==> src/rtl/imm_gen_pkg.sv <==
// imm_gen_pkg: opcode constants and format codes shared by the immediate generator.
package imm_gen_pkg;
    localparam logic [6:0] OP_LUI    = 7'b0110111;
    localparam logic [6:0] OP_AUIPC  = 7'b0010111;
    localparam logic [6:0] OP_STORE  = 7'b0100011;
    localparam logic [6:0] OP_BRANCH = 7'b1100011;
    localparam logic [6:0] OP_JALR   = 7'b1100111;
    localparam logic [6:0] OP_LOAD   = 7'b0000011;
    localparam logic [6:0] OP_IMM    = 7'b0010011;
    localparam logic [6:0] OP_JAL    = 7'b1101111;
    localparam logic [6:0] OP_SYSTEM = 7'b1110011;

    typedef enum logic [2:0] {
        FMT_NONE = 3'd0,
        FMT_I    = 3'd1,
        FMT_S    = 3'd2,
        FMT_B    = 3'd3,
        FMT_U    = 3'd4,
        FMT_J    = 3'd5,
        FMT_Z    = 3'd6
    } fmt_e;
endpackage

==> src/rtl/imm_gen_pipe_imm_decode.sv <==
// imm_decode: combinational RV32I/RV64I immediate decode, sign-extended to XLEN.
// IMM_GEN_CSR_IMM_EN adds the zero-extended CSR immediate (FMT_Z).
module imm_decode
    import imm_gen_pkg::*;
#(
    parameter int XLEN = 32
) (
    input  logic [31:0]     inst,
    output logic [XLEN-1:0] imm,
    output fmt_e            fmt
);
    logic [31:0] word;

    always_comb begin
        word = '0;
        fmt  = FMT_NONE;
        case (inst[6:0])
            OP_LUI, OP_AUIPC: begin
                word = {inst[31:12], 12'b0};
                fmt  = FMT_U;
            end
            OP_STORE: begin
                word = {{20{inst[31]}}, inst[31:25], inst[11:7]};
                fmt  = FMT_S;
            end
            OP_BRANCH: begin
                word = {{20{inst[31]}}, inst[7], inst[30:25], inst[11:8], 1'b0};
                fmt  = FMT_B;
            end
            OP_JALR, OP_LOAD, OP_IMM: begin
                word = {{20{inst[31]}}, inst[31:20]};
                fmt  = FMT_I;
            end
            OP_JAL: begin
                word = {{12{inst[31]}}, inst[19:12], inst[20], inst[30:21], 1'b0};
                fmt  = FMT_J;
            end
`ifdef IMM_GEN_CSR_IMM_EN
            OP_SYSTEM: begin
                word = {27'b0, inst[19:15]};
                fmt  = inst[14] ? FMT_Z : FMT_NONE;
                word = inst[14] ? word : '0;
            end
`endif
            default: ;
        endcase
        // Every format is already a 32-bit signed value except Z, which must not sign-extend.
        imm = (fmt == FMT_Z) ? XLEN'(word) : XLEN'($signed(word));
    end
endmodule

==> src/rtl/imm_gen_pipe.sv <==
// imm_gen_pipe: registered immediate generator behind a 2-entry skid buffer.
// Build with IMM_GEN_CSR_IMM_EN to decode csrr*i immediates.
module imm_gen_pipe
    import imm_gen_pkg::*;
#(
    parameter int XLEN  = 32,
    parameter int DEPTH = 2
) (
    input  logic            clk,
    input  logic            rst,
    input  logic            in_valid,
    output logic            in_ready,
    input  logic [31:0]     inst,
    output logic            out_valid,
    input  logic            out_ready,
    output logic [XLEN-1:0] imm,
    output fmt_e            fmt
);
    logic [1:0]      count;
    logic [XLEN-1:0] imm_q [2];
    fmt_e            fmt_q [2];
    logic [XLEN-1:0] d_imm;
    fmt_e            d_fmt;
    logic            push, pop;

    imm_decode #(.XLEN(XLEN)) u_dec (.inst(inst), .imm(d_imm), .fmt(d_fmt));

    assign in_ready  = count != 2'(DEPTH);
    assign out_valid = count != 2'd0;
    assign push      = in_valid && in_ready;
    assign pop       = out_valid && out_ready;
    assign imm       = imm_q[0];
    assign fmt       = fmt_q[0];

    // Slot 0 is always the head; slot 1 only holds the entry that arrived during a stall.
    always_ff @(posedge clk or posedge rst) begin
        if (rst) begin
            count <= '0;
            imm_q <= '{default: '0};
            fmt_q <= '{default: FMT_NONE};
        end else begin
            if (push && (count == 2'd0 || (count == 2'd1 && pop))) begin
                imm_q[0] <= d_imm;
                fmt_q[0] <= d_fmt;
            end else if (pop && count == 2'd2) begin
                imm_q[0] <= imm_q[1];
                fmt_q[0] <= fmt_q[1];
            end
            if (push && count == 2'd1 && !pop) begin
                imm_q[1] <= d_imm;
                fmt_q[1] <= d_fmt;
            end
            count <= count + 2'(push) - 2'(pop);
        end
    end
endmodule

==> config.mk <==
export PLATFORM = sky130hd
export DESIGN_NAME = imm_gen_pipe
export DESIGN_NICKNAME = d
export VERILOG_FILES = /design/src/rtl/imm_gen_pkg.sv /design/src/rtl/imm_gen_pipe_imm_decode.sv /design/src/rtl/imm_gen_pipe.sv
export SDC_FILE = /design/constraint.sdc
export NUM_CORES = 1
export LEC_CHECK = 0
export ABC_AREA = 0
export CAP_MARGIN = 10
export CORE_UTILIZATION = 45
export DETAILED_ROUTE_END_ITERATION = 6
export DONT_BUFFER_PORTS = 1
export MAX_ROUTING_LAYER = met4
export SETUP_SLACK_MARGIN = 0.1
export SYNTH_ARGS = -nofsm -noshare
export SYNTH_HDL_FRONTEND = slang
export SYNTH_SLANG_ARGS = --single-unit
==> constraint.sdc <==
create_clock -name clk -period 4.5 [get_ports clk]
set_input_delay 0.225 -clock clk [delete_from_list [all_inputs] [get_ports clk]]
set_output_delay 0.225 -clock clk [all_outputs]
set_load 0.005 [all_outputs]
==> After elaboration in Yosys (flattened, before gate mapping) <==
Cells that the tools add are included.
{ "word_totals": {"register_bits": 72, "in_bits": 36, "out_inout_bits": 37} }
{ "classes": {"add_sub_neg": 2, "eq_ne": 11, "mux": 6, "reduce_logical": 14} }
{ "op_table": {"columns": ["operator", "n"], "rows": [
  ["case mux 32 bit (5 select lines)", 1],
  ["2-to-1 mux 32 bit", 2],
  ["equality test 7 bit (second input constant)", 3],
  ["case mux 3 bit (5 select lines)", 1],
  ["equality test 7 x 5 -> 1 bit (second input constant)", 2],
  ["equality test 7 x 6 -> 1 bit (second input constant)", 2],
  ["equality test 7 x 2 -> 1 bit (second input constant)", 1],
  ["logical AND 1 bit", 7],
  ["2-to-1 mux 3 bit", 2],
  ["nonzero test 2 bit", 2],
  ["OR reduction 3 bit", 1],
  ["adder 2 x 1 -> 2 bit", 1],
  ["equality test 2 x 1 -> 1 bit (second input constant)", 1],
  ["equality test 2 bit (second input constant)", 1],
  ["zero test 2 bit", 1],
  ["inequality test 2 bit (second input constant)", 1],
  ["OR reduction 2 bit", 1],
  ["subtractor 2 x 1 -> 2 bit", 1],
  ["zero test 1 bit", 1],
  ["logical OR 1 bit", 1]
]} }

==> Logic depth before layout (Yosys ltp) <==
{ "logic_depth": {"depth_word": 6, "ltp_mapped": 7} }

==> Hierarchy <==
A second synthesis with hierarchy kept.
{ "hier_totals": {"cells_unflattened": 339, "hier_area_um2": 3963.8} }
{ "modules_own_cells": {"columns": ["module", "n_inst", "cells_per_inst", "area_per_inst_um2"], "rows": [
  ["imm_gen_pipe", 1, 260, 3462.1],
  ["imm_decode", 1, 79, 501.7]
]} }

==> Worst setup path before layout <==
No wires, ideal clock.
{ "synth_path": {"path_type": "register to register", "startpoint": "register count[1]", "endpoint": "register count[1]", "arrival_time_ps": 1594, "setup_slack_ps": 2781, "path_stages_with_launch": 8, "path_buffers": 0, "synth_period_minus_slack_ps": 1719, "path_cell_list": "dfrtp_1 or2_2 and2_1 ha_1 inv_1 ha_1 xnor2_1 xnor2_1"} }
{ "synth_lines": {"columns": ["item", "line_no", "source"], "rows": [
  ["start, declared", "imm_gen_pipe.sv:19", "logic [1:0] count;"],
  ["start signal, assigned", "imm_gen_pipe.sv:53", "count <= count + 2'(push) - 2'(pop);"],
  ["nonzero test 2 bit", "imm_gen_pipe.sv:29", "assign out_valid = count != 2'd0;"],
  ["via out_valid", "imm_gen_pipe.sv:14", "output logic out_valid,"],
  ["logical AND 1 bit", "imm_gen_pipe.sv:31", "assign pop = out_valid && out_ready;"],
  ["subtractor 2 x 1 -> 2 bit", "imm_gen_pipe.sv:53", null]
]} }
The timed path passes the listed nets, and every way through them passes these cells.
A chain may end at the register's enable or synchronous reset.

==> Final worst setup path <==
{ "layout_path": {"startpoint": "register count[1]", "endpoint": "register imm_q[29] in the netlist's numbering"} }
{ "layout_via": {"elab_chain_cells": 4} }
{ "layout_lines": {"columns": ["item", "line_no", "source"], "rows": [
  ["inequality test 2 bit / nonzero test 2 bit (equally long branches)", "imm_gen_pipe.sv:28, imm_gen_pipe.sv:29", null],
  ["logical AND 1 bit, on equally long branches", "imm_gen_pipe.sv:30, imm_gen_pipe.sv:31", null],
  ["logical AND 1 bit / zero test 1 bit (equally long branches)", "imm_gen_pipe.sv:49", "if (push && count == 2'd1 && !pop) begin"],
  ["logical AND 1 bit (*)", "imm_gen_pipe.sv:49", null],
  ["end, declared", "imm_gen_pipe.sv:20", "logic [XLEN-1:0] imm_q [2];"]
]} }
Mark *: on every way between the ends. The rest lies on a longest branch, timed or not.

==> flow_summary.toml <==
[outcome]
status = "complete, no violations"

[routing]
vias = 2466
wl_per_cell_um = 19.9
ant_nets = 0
dr.pass1.iters = 5
drt_iter0_markers = 183
vias_per_cell = 5.94
wl_mm = 8.27
drcViolationCount = 0

[yosys]
synth_nets = 378
synth_area_um2 = 3570
synth-edff-count = 0
synthSimpleGateAreaFrac_pct = 12.5
yosysTopAreaCellShare_pct = 50.4
yosysSeqAreaShare_pct = 50.4
synth-xor-area-share_pct = 0.490
synth_commonest_cells = "dfrtp_1 (72), nand2_1 (40), buf_4 (35)"
yosysWarnings = 0
synth-main-ff-cell = "dfrtp_1"
synthArstFlopShare_pct = 100
synthAdderAreaFrac_pct = 0.701
synth_seq_cells = 72
synth_area_leaders = "dfrtp_1 (50%), buf_4 (7.4%), a22oi_1 (4.2%)"
netlist.top_cell.by_area = "dfrtp_1"
synthCells = 340
synthDistinctLibCells = 51
syn_area_per_cell_um2 = 10.5
yosysMostFrequentCell = "dfrtp_1"
synth_top_family_by_area = "compound AO/OA/AOI/OAI gates"
synthMuxAreaShare_pct = 1.02
synth_compound_area_share_pct = 23.8

[clocking]
clock-sinks = 72
hold_buffers = 10
cts_root_buffer = "clkbuf_8"
numCtsBuffers = 9
clkTransAtPathRegs_ps = 80
insertion_delay_ps = 350
cts_tree = "done"
ctsResizeCount = 0
cts_htree_levels = 3
clock_path_buffers = 2
cts_setup_buffers = 0

[floorplan]
die_height_um = 91.1
core_um2 = 7690
rows = 32
initial_utilization_pct = 46.5
fp.dieW_um = 91.1
dieArea_um2 = 8300
top_level_ports = 73

[critical_path]
cp.required_ps = 4680
path_max_fanout = 35
worst_setup_path_start_kind = "flop"
r2r-end = "imm_q[29]$_DFFE_PP0P_"
reg2reg_from = "count[1]$_DFF_PP0_"
ff2ff_setup_slack_ps = 2180
critPathArrivalTime_ps = 2500
r2r_cells = 4
critical_path_class = "reg -> reg"
critPathCaptureType = "flop"

[pwr]
internal_power_uw = 1310
p_clk_share_pct = 28.3
powerDensity_nw_per_um2 = 521
leakage_uw = 0.00172
p_comb_share_pct = 22.7
peakVddDrop_v = 0.000301
swShare_pct = 31.6
seq_power_share_pct = 49.0
p_sw_uw = 605

[layout]
nets = 347
area_delta_synth_final_pct = 3.05
fillers = 726
drive_gt1_share_pct = 11.5
antenna_cells = 0

[sta]
rsz0062_at_grt = "no"
drv_slew = 0
post-route-min-period_ps = 2320
hold_slack_ps = 12.8
finalHoldViolCount = 0
max_slew_margin_pct = 21.8
period_share_pct = 51.6
skew_ps = 10.5
fmax_mhz = 431
worstMarginPinSlew_ps = 1160
finalSetupTns_ps = 0
finalSetupViolCount = 0

[grt]
grt_max_degree = 73
overflow = 0
grt_usage_pct = 21.9
grt_pass1_vias = 2550
grt_pass1_wl_mm = 13.5
antenna_found_initial = 0

[min_path]
hp-class = "in -> reg"
min_delay_path_depth = 1
min-delay-start = "inst[26]"
hold_end = "imm_q[6]$_DFFE_PP0P_"

[placed_design]
dpl.hpwl_mm = 5.28
gp_congestion = 0.906
portBuffers = 0

[flow_run]
drv_cap = 0
layer usage:
layer / part of all wire, % / GRT usage (%) / routed length (µm) / vias up
met5: 0 / - / 0 / -
met4: 2.7 / 9.79 / 223 / 0
met3: 6.4 / 5.70 / 529 / 18
met2: 49 / 34.5 / 4020 / 81
met1: 42 / 26.5 / 3500 / 1223
li1: - / - / - / 1144
worst max-delay path by stage:
| stage | startpoint | slack (ps) | cells after the start | end |
|---|---|---|---|---|
| finish | count[1]$_DFF_PP0_ | 2180 | 4 | imm_q[29]$_DFFE_PP0P_ |
| global route | count[1]$_DFF_PP0_ | 1970 | 4 | imm_q[26]$_DFFE_PP0P_ |
| CTS | count[1]$_DFF_PP0_ | 2170 | 4 | imm_q[29]$_DFFE_PP0P_ |
| detailed placement | count[1]$_DFF_PP0_ | 2170 | 4 | imm_q[18]$_DFFE_PP0P_ |
| global placement | count[1]$_DFF_PP0_ | 2240 | 4 | imm_q[18]$_DFFE_PP0P_ |
| floorplan | rst | 2450 | 1 | count[0]$_DFF_PP0_ |
registers in the layout, summed over array words and instances (netlist names):
| signal | cells |
|---|---|
| fmt | 3 |
| count | 2 |
| imm_q | 32 |
| fmt_q | 3 |
| imm | 32 |
critical path: stages (launching register included):
cell and delay (ps):
dfrtp_1 430, nor2b_2 230, nand2_2 440, a21oi_1 900
a21oi_1 160
kinds of logic after synthesis:
| logic type | Yosys count |
|---|---|
| xor+xnor | 2 |
| fa+ha+maj | 2 |
| simple gates | 87 |
| compound gates | 108 |
| mux | 3 |
| buf+inv | 66 |
| flops | 72 |
layout by cell type (no fill, tap or decap), drive strengths merged, types with 3 or more instances in the layout:
cell,n
dfrtp,72
nand2,41
a22oi,20
o21ai,19
a21oi,17
nor2,16
a22o,12
a222oi,11
dlygate4sd3,11
clkbuf,11
inv,10
a221o,8
a21o,8
o211ai,8
nand2b,4
nand3,3
buf,3
nor2b,3
nand3b,3
metrics by stage:
stage	util, %	cells	total power [µW]	area, µm²	setup WS, ps
final	47.9	415	1920	3680	2180
after detailed placement	43.8	389	1380	3370	2170
after global placement	43.8	389	1370	3370	2240
after global routing	47.9	415	2030	3680	1970
after floorplan	-	340	1370	3570	2450
after CTS	47.8	414	1930	3670	2170
area by class of cell:
class / count / area, µm² / area share [%]
flip-flops and latches: 72 / 1800 / 48.9
multi-input cells: 202 / 1380 / 37.5
repair buffers: 14 / 133 / 3.60
clock buffers: 11 / 131 / 3.57
well taps: 102 / 128 / 3.47
clock inverters: 4 / 70.1 / 1.90
inverters: 10 / 37.5 / 1.02
power by group through the flow:
stage,combinational [µW],sequential (µW),clock (µW)
after floorplan,482,893,0
after global placement,420,950,0
after detailed placement,430,952,0
after CTS,441,941,549
after global routing,495,961,579
final,435,939,542
Note: power is estimated with default switching activity, not from simulation.
